[src/rtl/dm_arbiter.sv]
// Two-port round-robin arbiter in front of a single-ported data memory.
// Each granted access occupies the memory bus for one cycle and returns a one-cycle ack.
module dm_arbiter #(
    parameter int ADDR_W = 32,
    parameter int DATA_W = 32
) (
    input  logic              clk,
    input  logic              reset,
    input  logic              req0,
    input  logic              req1,
    input  logic              we0,
    input  logic              we1,
    input  logic [ADDR_W-1:0] addr0,
    input  logic [ADDR_W-1:0] addr1,
    input  logic [DATA_W-1:0] wdata0,
    input  logic [DATA_W-1:0] wdata1,
    output logic              ack0,
    output logic              ack1,
    output logic [DATA_W-1:0] rdata0,
    output logic [DATA_W-1:0] rdata1,
    output logic [ADDR_W-1:0] DMAdr,
    output logic              DMWE,
    output logic [DATA_W-1:0] DMDataW,
    input  logic [DATA_W-1:0] DMDataR
);

    typedef enum logic [1:0] {
        IDLE,
        SERVE0,
        SERVE1
    } state_t;

    state_t              state;
    logic                last;
    logic                lat_we;
    logic [ADDR_W-1:0]   lat_addr;
    logic [DATA_W-1:0]   lat_wdata;
    logic                elig0;
    logic                elig1;
    logic                pick0;
    logic                pick1;

    // A port whose access is on the bus right now still holds req high until its ack;
    // that is the same request, so it must not be granted a second time.
    assign elig0 = req0 & ~ack0 & (state != SERVE0);
    assign elig1 = req1 & ~ack1 & (state != SERVE1);
    assign pick0 = elig0 & (~elig1 | last);
    assign pick1 = elig1 & ~pick0;

    assign DMAdr   = lat_addr;
    assign DMDataW = lat_wdata;

    always_ff @(posedge clk or negedge reset) begin
        if (!reset) begin
            state     <= IDLE;
            last      <= 1'b1;
            lat_we    <= 1'b0;
            lat_addr  <= '0;
            lat_wdata <= '0;
            DMWE      <= 1'b0;
            ack0      <= 1'b0;
            ack1      <= 1'b0;
            rdata0    <= '0;
            rdata1    <= '0;
        end else begin
            ack0 <= 1'b0;
            ack1 <= 1'b0;

            // Complete the access that occupied the bus during the cycle just ending.
            case (state)
                SERVE0: begin
                    ack0 <= 1'b1;
                    last <= 1'b0;
                    if (!lat_we)
                        rdata0 <= DMDataR;
                end
                SERVE1: begin
                    ack1 <= 1'b1;
                    last <= 1'b1;
                    if (!lat_we)
                        rdata1 <= DMDataR;
                end
                default: ;
            endcase

            if (pick0) begin
                state     <= SERVE0;
                lat_we    <= we0;
                lat_addr  <= addr0;
                lat_wdata <= wdata0;
                DMWE      <= we0;
            end else if (pick1) begin
                state     <= SERVE1;
                lat_we    <= we1;
                lat_addr  <= addr1;
                lat_wdata <= wdata1;
                DMWE      <= we1;
            end else begin
                state <= IDLE;
                DMWE  <= 1'b0;
            end
        end
    end

endmodule

[config.mk]
export PLATFORM = sky130hd
export DESIGN_NAME = dm_arbiter
export DESIGN_NICKNAME = d
export VERILOG_FILES = /design/src/rtl/dm_arbiter.sv
export SDC_FILE = /design/constraint.sdc
export NUM_CORES = 1
export LEC_CHECK = 0
export ABC_AREA = 1
export BUFFER_PORTS_ARGS = -buffer_cell sky130_fd_sc_hd__buf_2
export CAP_MARGIN = 20
export CORE_ASPECT_RATIO = 1.1
export CORE_MARGIN = 8
export CORE_UTILIZATION = 49
export DETAILED_ROUTE_END_ITERATION = 8
export GPL_ROUTABILITY_DRIVEN = 0
export PLACE_DENSITY = 0.94
export SKIP_CTS_REPAIR_TIMING = 1
export SYNTH_ARGS = -nofsm -noshare
export SYNTH_HDL_FRONTEND = slang
export SYNTH_SLANG_ARGS = --single-unit
[constraint.sdc]
create_clock -name clk -period 3.8 [get_ports clk]
set_input_delay 0.38 -clock clk [delete_from_list [all_inputs] [get_ports clk]]
set_output_delay 0.38 -clock clk [all_outputs]
set_load 0.01 [all_outputs]
==> impl_metrics.yaml <==
critical_path:
  worstPathCellList: "inv_1 -> ha_1 -> nor2_1 -> nand3_2 -> nand2_2 -> buf_4 -> nand3_1 -> nand3_1"
  worstPathRequired_ns: 4.12
  critPathKind: "reg2reg"
  crit_buf_inv: 2
  critPathArrivalTime_ns: 2.57
  cp_slowest_cell: "buf_4"
  cp_common_cell: "nand3_1"
  reg2reg_depth: 8
  cp-end-kind: "flop"
  cp_max_fo: 41
  crit_family: "simple AND/OR/NAND/NOR gates"
  max_stage_delay_ns: 0.50
  cp.depth: 8
  worst_setup_path_start_kind: "flop"
clock_tree:
  clk_latency_ns: 0.40
  numCtsBuffers: 17
  htree_levels: 4
  cts_tree: "built"
  cts_sinks: 135
  path_clk_slew_ns: 0.06
  root_buffer: "clkbuf_16"
  cts_buffer_depth: 2
drt:
  drt-initial-drc-count: 730
  antenna_left: 0
  via_per_inst: 5.48
  drc_errors: 0
  wl_um: 19600
  drtPass1Iterations: 5
  via_count: 5861
  post_drt_wl_per_cell_um: 18.3
synth:
  async_reset_ff_frac: 1.00
  ys_ff_latch: 135
  synthTopCellsByCount: "nand3_1, dfrtp_1, nand2_1"
  yosysTopAreaCell: "dfrtp_1"
  yosys-top-cells-area: "dfrtp_1, nand3_1, o21ai_0"
  synth_cells: 632
  synth_seq_area_share: 0.578
  synth_top_area_frac: 0.574
  syn_area_per_cell_um2: 9.24
  ys_types: 16
  synth_nets: 800
  synth.most_common_cell: "nand3_1"
  synthFlopType: "dfrtp_1"
  yosys_warnings: 0
  synth_enable_flop_cells: 0
  synth_area_um2: 5840
flow_run:
  maxCapViolations: 0
status:
  outcome: "complete, no violations"
finish:
  nNetsFinal: 1070
  fin_cells: 1069
  finish.utilization: 0.662
  syn_to_final_growth_pct: 33.9
  drive_gt1_frac: 0.388
timing:
  setup-tns-final_ns: 0
  finalCritPeriodShare: 0.592
  fin_ws_ns: 1.55
  max-slew-margin-rel: 0.339
  hold_viol: 0
  setup_viol: 0
  slew_violations: 0
  worstMarginPinSlew_ns: 0.988
  rsz0062_at_grt: "false"
  fin_crit_ns: 2.25
  fmax_mhz: 444
  skew_ns: 0.00937
die:
  core.rowCount: 42
  fp.coreArea_um2: 11800
  dieArea_um2: 15700
  io_pins: 297
  initial_core_util: 0.494
  dieWidth_um: 120
  die_h_um: 131
power_and_ir_drop:
  ir_drop_v: 0.000512
  p_leak_nw: 4.24
  powerDensity_nw_per_um2: 880
place:
  hpwl_um: 14100
  dp_slack_ns: 1.58
  place_inst: 1037
  io_buffers: 296
hold_path:
  min_path_type: "in2async"
global_route:
  grt_pass1_wl_um: 30400
  overflow: 0
  grt_max_degree: 90
  grt_pass1_vias: 6008
  antenna_found_initial: 1
  grt_usage: 0.242
registers in the layout (all words and copies together), names as in the netlist:
| name | flops |
|---|---|
| DMAdr | 32 |
| ack0 | 1 |
| lat_we | 1 |
| DMWE | 1 |
| state | 2 |
| rdata0 | 32 |
| ack1 | 1 |
| DMDataW | 32 |
| rdata1 | 32 |
| last | 1 |
final timing paths:
check / startpoint / endpoint / slack, ns
max: state[0] / lat_we / 1.55
min: reset / rdata1[10] / 0.05
max reg2reg: state[0] / lat_we / 1.55
min reg2reg: rdata0[15] / rdata0[15] / 0.48
max in group asynchronous: reset / DMDataW[17] / 2.82
min in group clk: addr1[1] / DMAdr[1] / 0.21
cell usage in the layout, fill, tap and decap left out, types with 4 or more instances in the layout:
| master | n |
|---|---|
| nand2_2 | 5 |
| clkbuf_16 | 17 |
| dfrtp_1 | 134 |
| nor2_1 | 4 |
| nand3_2 | 11 |
| nand2_1 | 65 |
| clkinvlp_4 | 6 |
| inv_1 | 39 |
| buf_2 | 295 |
| buf_4 | 9 |
| o21ai_0 | 64 |
| nand3_1 | 250 |
stage by stage:
stage | total power, mW | area (um2) | hold slack (ns)
2_1_floorplan | 4.23 | 5840 | 0.0844
3_3_place_gp | 5.28 | 7280 | 0.461
3_5_place_dp | 5.43 | 7280 | 0.469
4_1_cts | 6.95 | 7820 | 0.0701
5_1_grt | 7.36 | 7820 | 0.109
6_report | 6.89 | 7820 | 0.0510
worst reg2reg max path, delay by kind of cell (launching register included):
| family | cells | cell delay, ns |
|---|---|---|
| buffers and inverters | 2 | 0.56 |
| adders and majority gates | 1 | 0.23 |
| DFF | 1 | 0.35 |
| and+or+nand+nor | 5 | 1.04 |
where the power goes:
part	switching, mW	internal, mW	leakage, nW
Sequential	0.414	2.15	1.66
Clock	0.634	0.853	0.247
Combinational	1.80	1.04	2.33
Total	2.85	4.04	4.24
per-layer routing:
metal / routed length, um / vias up / GRT usage
met3: 2310 / 41 / 0.0911
li1: - / 2693 / -
met5: 0 / - / 0
met1: 7160 / 2730 / 0.279
met4: 549 / 0 / 0.0890
met2: 9560 / 397 / 0.405
cell families after synthesis:
kind of cell | synth area share
flip-flops | 0.578
adder cells (fa/ha/maj) | 0.00428
AO/OA/AOI/OAI | 0.0557
buffers and inverters | 0.0814
AND/OR/NAND/NOR | 0.280
layout make-up:
type / count / area, um2
Fill cell: 959 / 4000
Sequential cell: 135 / 3380
Multi-Input combinational cell: 402 / 2000
Timing Repair Buffer: 305 / 1560
Clock buffer: 18 / 439
Tap cell: 154 / 193
Inverter: 41 / 154
Clock inverter: 13 / 98.8
Antenna cell: 1 / 2.50
(Power assumes the default switching activity.)
